## src/rtl/fp_mul_pkg.sv

```systemverilog
// Shared definitions for the double-precision multiplier scheduler.
// Holds the scheduler state encoding, the byte counts of the serial multiplier link
// and the default timeout / inter-transaction gap.
package fp_mul_pkg;

  typedef enum logic [2:0] {
    StIdle,
    StSend,
    StWait,
    StRecv,
    StResp,
    StGap
  } state_e;

  // 8 bytes of A followed by 8 bytes of B go out; 8 product bytes come back
  localparam int unsigned BytesIn    = 16;
  localparam int unsigned BytesOut   = 8;

  localparam int unsigned DefTimeout = 255;
  localparam int unsigned DefGap     = 2;

endpackage

```

## src/rtl/fp_mul_sched_if.sv

```systemverilog
// Requester-side bus of fp_mul_sched: two operand-pair request channels and two result
// channels sharing one data/error bus.
//   req_valid/req_ready     per-requester operand handshake
//   req_a0/b0, req_a1/b1    IEEE-754 double operands of requester 0/1
//   rsp_valid/rsp_ready     per-requester result handshake
//   rsp_data/rsp_err        shared product and timeout/protocol error flag
// master: requester side, slave: scheduler side.
interface fp_mul_sched_if;
  logic [1:0]  req_valid;
  logic [63:0] req_a0;
  logic [63:0] req_b0;
  logic [63:0] req_a1;
  logic [63:0] req_b1;
  logic [1:0]  req_ready;
  logic [1:0]  rsp_valid;
  logic [1:0]  rsp_ready;
  logic [63:0] rsp_data;
  logic        rsp_err;

  modport master (
    output req_valid, req_a0, req_b0, req_a1, req_b1, rsp_ready,
    input  req_ready, rsp_valid, rsp_data, rsp_err
  );

  modport slave (
    input  req_valid, req_a0, req_b0, req_a1, req_b1, rsp_ready,
    output req_ready, rsp_valid, rsp_data, rsp_err
  );
endinterface

```

## src/rtl/rr_arb2.sv

```systemverilog
// Two-way round-robin arbiter.
//   CLK, RESET  clock, synchronous active-high reset
//   i_req       request bits
//   i_take      grant is consumed this cycle (pointer advances)
//   o_gnt       one-hot grant, o_gnt_id its index
// When both request, the one not served last wins; after reset requester 0 wins.
module rr_arb2 (
  input  logic       CLK,
  input  logic       RESET,
  input  logic [1:0] i_req,
  input  logic       i_take,
  output logic [1:0] o_gnt,
  output logic       o_gnt_id
);

  logic r_last;

  always_comb begin
    if (i_req == 2'b11) o_gnt_id = ~r_last;
    else                o_gnt_id = i_req[1];
    o_gnt = 2'b00;
    if (|i_req) o_gnt = o_gnt_id ? 2'b10 : 2'b01;
  end

  always_ff @(posedge CLK) begin
    if (RESET) begin
      r_last <= 1'b1;  // "last served = 1" gives requester 0 first pick
    end else if (i_take && |i_req) begin
      r_last <= o_gnt_id;
    end
  end

endmodule

```

## src/rtl/fp_mul_sched.sv

```systemverilog
// Schedules two requesters onto one byte-serial double-precision multiplier.
//   CLK, RESET            clock, synchronous active-high reset
//   bus (slave)           requester operand/result handshakes, see fp_mul_sched_if
//   MUL_ENABLE/DATA_IN    16 operand bytes to the multiplier (A LSB first, then B)
//   MUL_DATA_OUT/READY    product bytes: 7 with READY high, byte 7 on the first low cycle
// One transaction is in flight at a time; WAIT gives up after TIMEOUT cycles.
module fp_mul_sched
  import fp_mul_pkg::*;
#(
  parameter int unsigned TIMEOUT = DefTimeout,
  parameter int unsigned GAP     = DefGap
) (
  input  logic                 CLK,
  input  logic                 RESET,
  fp_mul_sched_if.slave        bus,
  output logic                 MUL_ENABLE,
  output logic [7:0]           MUL_DATA_IN,
  input  logic [7:0]           MUL_DATA_OUT,
  input  logic                 MUL_READY
);

  // WAIT and GAP share one counter
  localparam int unsigned CntMax = (TIMEOUT > GAP) ? TIMEOUT : GAP;
  localparam int unsigned CntW   = (CntMax < 2) ? 1 : $clog2(CntMax);
  localparam logic [4:0]  LastIn  = 5'(BytesIn - 1);
  localparam logic [4:0]  LastOut = 5'(BytesOut - 1);
  localparam logic [CntW-1:0] WaitLast = CntW'(TIMEOUT - 1);
  localparam logic [CntW-1:0] GapLast  = CntW'(GAP - 1);

  state_e            r_state, w_state_nxt;
  logic              r_gid;
  logic [63:0]       r_a, r_b, r_result;
  logic [4:0]        r_bcnt;
  logic [CntW-1:0]   r_wcnt;
  logic              r_err;
  logic [1:0]        w_gnt;
  logic              w_gid;
  logic [7:0]        w_send_byte;

  rr_arb2 u_arb (
    .CLK      (CLK),
    .RESET    (RESET),
    .i_req    (bus.req_valid),
    .i_take   (r_state == StIdle),
    .o_gnt    (w_gnt),
    .o_gnt_id (w_gid)
  );

  always_comb begin
    w_state_nxt = r_state;
    unique case (r_state)
      StIdle: if (|bus.req_valid) w_state_nxt = StSend;
      StSend: if (r_bcnt == LastIn) w_state_nxt = StWait;
      StWait: begin
        if (MUL_READY)               w_state_nxt = StRecv;
        else if (r_wcnt == WaitLast) w_state_nxt = StResp;
      end
      // Low READY ends RECV either way: byte 7 if 7 bytes arrived, error otherwise
      StRecv: if (!MUL_READY) w_state_nxt = StResp;
      StResp: if (bus.rsp_ready[r_gid]) w_state_nxt = (GAP == 0) ? StIdle : StGap;
      StGap:  if (r_wcnt == GapLast) w_state_nxt = StIdle;
      default: w_state_nxt = StIdle;
    endcase
  end

  always_ff @(posedge CLK) begin
    if (RESET) begin
      r_state  <= StIdle;
      r_gid    <= 1'b0;
      r_a      <= '0;
      r_b      <= '0;
      r_bcnt   <= '0;
      r_wcnt   <= '0;
      r_result <= '0;
      r_err    <= 1'b0;
    end else begin
      r_state <= w_state_nxt;
      case (r_state)
        StIdle: begin
          if (|bus.req_valid) begin
            r_gid  <= w_gid;
            r_a    <= w_gid ? bus.req_a1 : bus.req_a0;
            r_b    <= w_gid ? bus.req_b1 : bus.req_b0;
            r_bcnt <= '0;
            r_err  <= 1'b0;
          end
        end
        StSend: begin
          r_bcnt <= (r_bcnt == LastIn) ? 5'd0 : r_bcnt + 5'd1;
          r_wcnt <= '0;
        end
        StWait: begin
          if (MUL_READY) begin
            r_result[7:0] <= MUL_DATA_OUT;
            r_bcnt        <= 5'd1;
          end else if (r_wcnt == WaitLast) begin
            r_err    <= 1'b1;
            r_result <= '0;
          end else begin
            r_wcnt <= r_wcnt + CntW'(1);
          end
        end
        StRecv: begin
          if (MUL_READY) begin
            if (r_bcnt < LastOut) begin
              r_result[{r_bcnt[2:0], 3'b000} +: 8] <= MUL_DATA_OUT;
              r_bcnt <= r_bcnt + 5'd1;
            end
          end else if (r_bcnt == LastOut) begin
            r_result[63:56] <= MUL_DATA_OUT;
          end else begin
            r_err    <= 1'b1;
            r_result <= '0;
          end
        end
        StResp:  r_wcnt <= '0;
        StGap:   r_wcnt <= r_wcnt + CntW'(1);
        default: ;
      endcase
    end
  end

  assign w_send_byte = r_bcnt[3] ? r_b[{r_bcnt[2:0], 3'b000} +: 8]
                                 : r_a[{r_bcnt[2:0], 3'b000} +: 8];

  always_comb begin
    MUL_ENABLE    = (r_state == StSend);
    MUL_DATA_IN   = MUL_ENABLE ? w_send_byte : 8'h00;
    bus.req_ready = 2'b00;
    bus.rsp_valid = 2'b00;
    // Masked during RESET so no handshake can complete in the reset cycle
    if (!RESET && r_state == StIdle) bus.req_ready = w_gnt;
    if (!RESET && r_state == StResp) bus.rsp_valid[r_gid] = 1'b1;
    bus.rsp_data  = r_result;
    bus.rsp_err   = r_err;
  end

endmodule

```

## src/flat_wrapper.sv

```systemverilog
// flat-port wrapper written by rule: the top's interface ports become plain ports
module fp_mul_sched_flat import fp_mul_pkg::*;
#(
  parameter int unsigned TIMEOUT = DefTimeout,
  parameter int unsigned GAP     = DefGap
)
  (CLK, RESET, MUL_ENABLE, MUL_DATA_IN, MUL_DATA_OUT, MUL_READY, bus_req_valid, bus_req_a0, bus_req_b0, bus_req_a1, bus_req_b1, bus_rsp_ready, bus_req_ready, bus_rsp_valid, bus_rsp_data, bus_rsp_err);
  fp_mul_sched_if bus_i ();
  input  logic CLK;
  input  logic RESET;
  output logic MUL_ENABLE;
  output logic [7:0] MUL_DATA_IN;
  input  logic [7:0] MUL_DATA_OUT;
  input  logic MUL_READY;
  input wire logic [$bits(bus_i.req_valid)-1:0] bus_req_valid;
  input wire logic [$bits(bus_i.req_a0)-1:0] bus_req_a0;
  input wire logic [$bits(bus_i.req_b0)-1:0] bus_req_b0;
  input wire logic [$bits(bus_i.req_a1)-1:0] bus_req_a1;
  input wire logic [$bits(bus_i.req_b1)-1:0] bus_req_b1;
  input wire logic [$bits(bus_i.rsp_ready)-1:0] bus_rsp_ready;
  output wire logic [$bits(bus_i.req_ready)-1:0] bus_req_ready;
  output wire logic [$bits(bus_i.rsp_valid)-1:0] bus_rsp_valid;
  output wire logic [$bits(bus_i.rsp_data)-1:0] bus_rsp_data;
  output wire logic [$bits(bus_i.rsp_err)-1:0] bus_rsp_err;
  assign bus_i.req_valid = bus_req_valid;
  assign bus_i.req_a0 = bus_req_a0;
  assign bus_i.req_b0 = bus_req_b0;
  assign bus_i.req_a1 = bus_req_a1;
  assign bus_i.req_b1 = bus_req_b1;
  assign bus_i.rsp_ready = bus_rsp_ready;
  assign bus_req_ready = bus_i.req_ready;
  assign bus_rsp_valid = bus_i.rsp_valid;
  assign bus_rsp_data = bus_i.rsp_data;
  assign bus_rsp_err = bus_i.rsp_err;
  fp_mul_sched #(.TIMEOUT(TIMEOUT), .GAP(GAP)) u_core (.CLK(CLK), .RESET(RESET), .bus(bus_i), .MUL_ENABLE(MUL_ENABLE), .MUL_DATA_IN(MUL_DATA_IN), .MUL_DATA_OUT(MUL_DATA_OUT), .MUL_READY(MUL_READY));
endmodule
```

## config.mk

```make
export PLATFORM = sky130hd
export DESIGN_NAME = fp_mul_sched_flat
export DESIGN_NICKNAME = d
export VERILOG_FILES = /design/src/rtl/fp_mul_pkg.sv /design/src/rtl/fp_mul_sched_if.sv /design/src/rtl/rr_arb2.sv /design/src/rtl/fp_mul_sched.sv /design/src/flat_wrapper.sv
export SDC_FILE = /design/constraint.sdc
export NUM_CORES = 1
export LEC_CHECK = 0
export CELL_PAD_IN_SITES_DETAIL_PLACEMENT = 2
export CELL_PAD_IN_SITES_GLOBAL_PLACEMENT = 2
export CORE_ASPECT_RATIO = 1.25
export CORE_UTILIZATION = 30
export CTS_CLUSTER_SIZE = 40
export DETAILED_ROUTE_END_ITERATION = 10
export PLACE_DENSITY = 0.92
export SLEW_MARGIN = 0
export SYNTH_ARGS = -nofsm -noshare
export SYNTH_HDL_FRONTEND = slang
export SYNTH_SLANG_ARGS = --single-unit
```

## constraint.sdc

```tcl
create_clock -name CLK -period 6.2 [get_ports CLK]
set_input_delay 0.62 -clock CLK [delete_from_list [all_inputs] [get_ports CLK]]
set_output_delay 0.62 -clock CLK [all_outputs]
set_load 0.02 [all_outputs]
```

* Word-level counts from Yosys, hierarchy flattened
Index checks and enable logic that the tools add are counted.
** Cells by class
- $add $sub $neg :: 3
- $lt $le $gt $ge :: 3
- Equality and inequality tests :: 25
- Shifts and indexed selects :: 4
- Multiplexer cells :: 45
- Bitwise operators :: 1
- Reduce and logical (&&, ||, !) cells :: 20
** Operators with widths (count)
- $mux 64 :: 5
- $pmux 64 s2 :: 1
- $shiftx 64x7->8 :: 2
- $mux 56 :: 2
- $bwmux 64 :: 1
- $shift 8x8->64 const A :: 1
- $shiftx 8x8->64 :: 1
- $mux 8 :: 6
- $mux 5 :: 5
- $pmux 8 s3 :: 1
- $mux 3 :: 7
- $pmux 5 s4 :: 1
- $pmux 3 s6 :: 1
- $ne 2x1->1 const B :: 6
- $ne 2x2->1 const B :: 6
- $reduce_and 6->1 :: 2
- $reduce_and 5->1 :: 2
- $mux 1 :: 9
- $add 8x1->8 const B :: 1
- $eq 8x1->1 const B :: 1
- $eq 8x8->1 const B :: 1
- $mux 2 :: 4
- $neg 6->8 :: 1
- $reduce_and 4->1 :: 2
- other kinds (24) :: 32
** Word-level totals
- Flip-flop bits (word level) :: 211
- Bits of input ports :: 271
- Output and inout bits :: 78
- Logic and storage cells :: 112

* Logic depth before layout (Yosys ltp)
- Word-level depth :: 6
- Depth in mapped cells :: 10
- Gate-level depth less buffers :: 8

* Cells and area by module
A second synthesis with hierarchy kept.
** Unflattened totals
- Cells, all modules :: 1025
- Area total of the unflattened synthesis :: 10238.6 um^2
** By module, submodules not included
- fp_mul_sched :: times used 1, cells each 1017, area an instance 10169.8 um^2, seq. area each 4204.0 um^2
- rr_arb2 :: times used 1, cells each 8, area an instance 68.8 um^2, seq. area each 20.0 um^2

* Least setup slack after synthesis
Ideal clock, no wire load.
- Path kind :: flip-flop to flip-flop
- Start :: reg u_core.r_bcnt[0]
- End :: reg u_core.r_result[56], in the netlist u_core.bus.rsp_data[56]
- Setup time :: 73 ps
- Data arrival time :: 2850 ps
- Data required time :: 6127 ps
- Setup slack :: 3276 ps
- Cell stages (with the launch flop) :: 10
- Path buffers :: 2
- Period minus slack after synthesis :: 2924 ps
- Cell sequence :: dfxtp_1 > buf_2 > buf_1 > inv_1 > ha_1 > ha_1 > or4b_2 > mux2i_1 > nand3_1 > mux2i_1
** Between the ends
- Cells in the longest elaborated chain, start to end :: 6
- Elaborated cells between the ends (all ways) :: 12
- Those cells by class :: add/sub (1); order compare (1); eq/ne (2); shift (2); mux (5); reduce/logical (1)
** Ends and longest elaborated chain
- start, declared :: RTL line fp_mul_sched.sv:33 : logic [4:0] r_bcnt;
- start signal, assigned :: RTL line fp_mul_sched.sv:89 : r_bcnt <= (r_bcnt == LastIn) ? 5'd0 : r_bcnt + 5'd1;
- start signal, assigned :: RTL line fp_mul_sched.sv:107 : r_bcnt <= r_bcnt + 5'd1;
- $neg 6->8 :: RTL line fp_mul_sched.sv:106 : r_result[{r_bcnt[2:0], 3'b000} +: 8] <= MUL_DATA_OUT;
- $shiftx 8x8->64 or $shift 8x8->64 (tied branches) :: RTL line fp_mul_sched.sv:106
- $bwmux 64 :: RTL line fp_mul_sched.sv:106
- $mux 64 :: RTL line fp_mul_sched.sv:105 : if (r_bcnt < LastOut) begin
- $mux 64 :: RTL line fp_mul_sched.sv:104 : if (MUL_READY) begin
- $pmux 64 s2 :: RTL line fp_mul_sched.sv:78 : case (r_state)
- end signal, assigned by index :: RTL line fp_mul_sched.sv:106
- end signal, assigned :: RTL line fp_mul_sched.sv:110 : r_result[63:56] <= MUL_DATA_OUT;
- end signal, assigned :: RTL line fp_mul_sched.sv:113 : r_result <= '0;
- end, declared :: RTL line fp_mul_sched.sv:32 : logic [63:0] r_a, r_b, r_result;
Several ways; a longest one is shown, not always the timed one. The select of a mux whose other input is x is not followed.
A chain may end at the register's enable or synchronous reset.

* Worst setup path in the final report
- Start :: reg u_core.r_bcnt[0]
- End :: out MUL_DATA_IN[7]
** Between the ends
- Cells in the longest elaborated chain, start to end :: 3
- Elaborated cells between the ends (all ways) :: 4
- Those cells by class :: shift (2); mux (2)
** Ends and longest elaborated chain
- $shiftx 64x7->8, on equally long branches :: RTL line fp_mul_sched.sv:124, fp_mul_sched.sv:123
- $mux 8 (*) :: RTL line fp_mul_sched.sv:123 : assign w_send_byte = r_bcnt[3] ? r_b[{r_bcnt[2:0], 3'b000} +: 8]
- $mux 8 (*) :: RTL line fp_mul_sched.sv:128 : MUL_DATA_IN = MUL_ENABLE ? w_send_byte : 8'h00;
- end, declared :: RTL line flat_wrapper.sv:12 : output logic [7:0] MUL_DATA_IN;
Mark *: on every way between the ends. The rest lies on a longest branch, timed or not.

==> flow_summary.toml <==
[power_and_ir_drop]
p_leak_nw = 5.58
ir_drop_mv = 0.173
intPower_mw = 2.91
power.density_nw_per_um2 = 290
seqPwrFrac = 0.394
p_comb_frac = 0.278
pwr-share-clk = 0.327
swShare = 0.344
switchingPower_mw = 1.53

[timing]
hold_viol_final = 0
rsz0062_at_grt = "no"
fin_setup_tns_ns = 0
report.final.slew_viol_count = 0
tightest_slew_ns = 1.21
setup_viol = 0
slew_headroom = 0.197
max_freq_mhz = 238
post-route-min-period_ns = 4.21
whs_ns = 0.481
period_share = 0.679
finClkSkew_ns = 0.0177

[yosys]
ys_warn_count = 0
synth-edff-count = 0
synth_nets = 1426
ys_seq_elements = 211
yosysUniqueCellTypes = 63
synthMuxAreaShare = 0.227
yosysSeqAreaShare = 0.392
synth_compound_area_frac = 0.184
synthAdderAreaFrac = 0.0104
synth_cells = 1146
synth.cell_area_um2 = 10800
synth_top_family_by_area = "multiplexers"
postSynthAreaPerCell_um2 = 9.40
ys.flop_type = "dfxtp_1"
synth-simple-area-share = 0.124
async_reset_ff_frac = 0
synth-xor-area-share = 0.000813

[min_path]
holdPathEnd = "u_core.bus.rsp_data[60]"
min_path_cells = 2
min_from = "u_core.bus.rsp_data[60]"
hp-class = "register to register"

[placement]
place.gp.congestion = 0.845
port_buffers = 348
place_hpwl_mm = 36.7

[clocking]
cts-root-buf = "clkbuf_16"
numCtsBuffers = 24
cts_buffer_depth = 3
clock_latency_ns = 0.54
cts_hold_buf = 0
cts_setup_buffers = 0
cts_tree = "yes"
h-tree-depth = 1
path_clk_slew_ns = 0.06
cts_resized = 0
cts_num_sinks = 211

[global_routing]
antenna_found_initial = 5
grt_first_pass_wirelength_mm = 77.3
grt.overflow.total = 0
grt_max_degree = 130
grtUsageTotal = 0.280
grt_pass1_vias = 12083

[drt]
vias = 10704
first_pass_iters = 5
detail_route.wirelength_mm = 51.6
via_per_inst = 5.57
drc = 0
drtAntennaViolNets = 0
drt-wirelength-per-cell_um = 26.8
dr.first_iter.drc_count = 760

[worst_setup_path]
r2r-end = "u_core.r_b[25]"
cp.arrival_ns = 3.59
cp_max_fo = 32
cp-end-kind = "output port"
worst_ep_required_time_ns = 5.58
reg2reg_from = "u_core.r_state[0]"
worst-setup-path-type = "register to output port"
rr_worst_depth = 6
crit_path_start_kind = "register"
reg2reg_setup_slack_ns = 2.35

[layout]
final_common_cell = "clkdlybuf4s50_1"
regArea_um2 = 4230
final_cell_mix = "347 x clkdlybuf4s50_1, 209 x dfxtp_1, 172 x mux2i_1, 153 x nor2_1, 130 x a211oi_1"
nNetsFinal = 1705
fin_util = 0.434
drive_above_1_share = 0.0659
multi_input_area_um2 = 5910
area_growth_pct = 42.2
fillers = 3619

[floorplanning]
fp.coreArea_um2 = 35400
num_rows = 77
start_util = 0.305
ios = 349
die_y_um = 214
die_area_um2 = 36700
die_w_um = 172

[status]
status = "finished clean"

[flow_run]
maxCapViolCount = 0
-- worst max path at each step --
stage,startpoint,endpoint,slack (ns)
2_1_floorplan,u_core.r_bcnt[0],u_core.bus.rsp_data[56],3.28
3_3_place_gp,u_core.r_bcnt[0],MUL_DATA_IN[7],2.66
3_5_place_dp,u_core.r_bcnt[0],MUL_DATA_IN[7],2.58
4_1_cts,u_core.r_bcnt[0],MUL_DATA_IN[7],1.96
5_1_grt,u_core.r_bcnt[0],MUL_DATA_IN[7],1.80
6_report,u_core.r_bcnt[0],MUL_DATA_IN[7],1.99
-- state kept, by name (all words and copies together) (netlist names) --
name and flops:
u_core.bus.rsp_data 64, u_core.bus.rsp_err 1, u_core.r_a 64, u_core.r_b 64, u_core.r_bcnt 5, u_core.r_gid 1
u_core.r_state 3, u_core.r_wcnt 8, u_core.u_arb.r_last 1
-- per-stage QoR --
| step | cells | area, µm² | setup slack (ns) | power [mW] |
|---|---|---|---|---|
| after floorplan | 1146 | 10800 | 3.28 | 2.39 |
| after global placement | 1873 | 14500 | 2.66 | 2.83 |
| after detailed placement | 1873 | 14500 | 2.58 | 2.94 |
| after CTS | 1915 | 15300 | 1.96 | 4.46 |
| after global routing | 1916 | 15300 | 1.80 | 4.59 |
| final | 1921 | 15300 | 1.99 | 4.44 |
-- final cells by class --
class	instances	area share
Antenna cell	6	0.000980
Clock buffer	34	0.0456
Clock inverter	8	0.00449
Inverter	60	0.0147
Multi-Input combinational cell	767	0.385
Sequential cell	211	0.276
Tap cell	474	0.0387
Timing Repair Buffer	361	0.235
-- synthesized netlist by cell type (7+ instances only) --
cell / number / share of area
nand3_1: 19 / 0.0088
a32oi_1: 18 / 0.015
a211oi_1: 130 / 0.091
nor3_1: 10 / 0.0046
o21ai_0: 26 / 0.012
inv_1: 57 / 0.020
mux2i_1: 172 / 0.16
and3_1: 7 / 0.0041
nand4_1: 8 / 0.0046
ha_1: 9 / 0.010
nor2_1: 153 / 0.053
a22o_1: 9 / 0.0073
mux4_2: 32 / 0.067
o22ai_1: 32 / 0.019
buf_1: 18 / 0.0063
o211ai_1: 7 / 0.0049
dfxtp_1: 211 / 0.39
nand2b_1: 16 / 0.0093
a21oi_1: 27 / 0.013
nand2_1: 14 / 0.0049
clkbuf_1: 67 / 0.023
buf_2: 22 / 0.010
-- critical path, cell delays in order, from the launching register on --
cell and delay [ns]:
dfxtp_2 0.93, buf_4 0.46, mux4_2 0.55, mux2i_1 0.24
o22ai_1 0.23, clkdlybuf4s50_1 0.62
-- power groups by stage --
stage	clock, mW	combinational [mW]	sequential [mW]
3_5_place_dp	0	1.18	1.76
6_report	1.45	1.24	1.75
3_3_place_gp	0	1.09	1.74
4_1_cts	1.48	1.23	1.74
2_1_floorplan	0	0.751	1.64
5_1_grt	1.52	1.31	1.76
-- metal layers --
| metal | up-vias | track usage | wire, µm |
|---|---|---|---|
| met4 | 0 | 0.148 | 2850 |
| li1 | 4805 | - | - |
| met2 | 432 | 0.525 | 27600 |
| met5 | - | 0 | 0 |
| met3 | 115 | 0.0544 | 2950 |
| met1 | 5352 | 0.288 | 18200 |
-- logic make-up after synthesis --
logic type                 count (synthesis)
DFF                                      211
AOI/OAI and AO/OA                        279
and+or+nand+nor                          274
adders and majority gates                  9
xor gates and xnor gates                   1
buffers and inverters                    168
muxes                                    204
No activity file was read; power rests on OpenSTA's default activity.
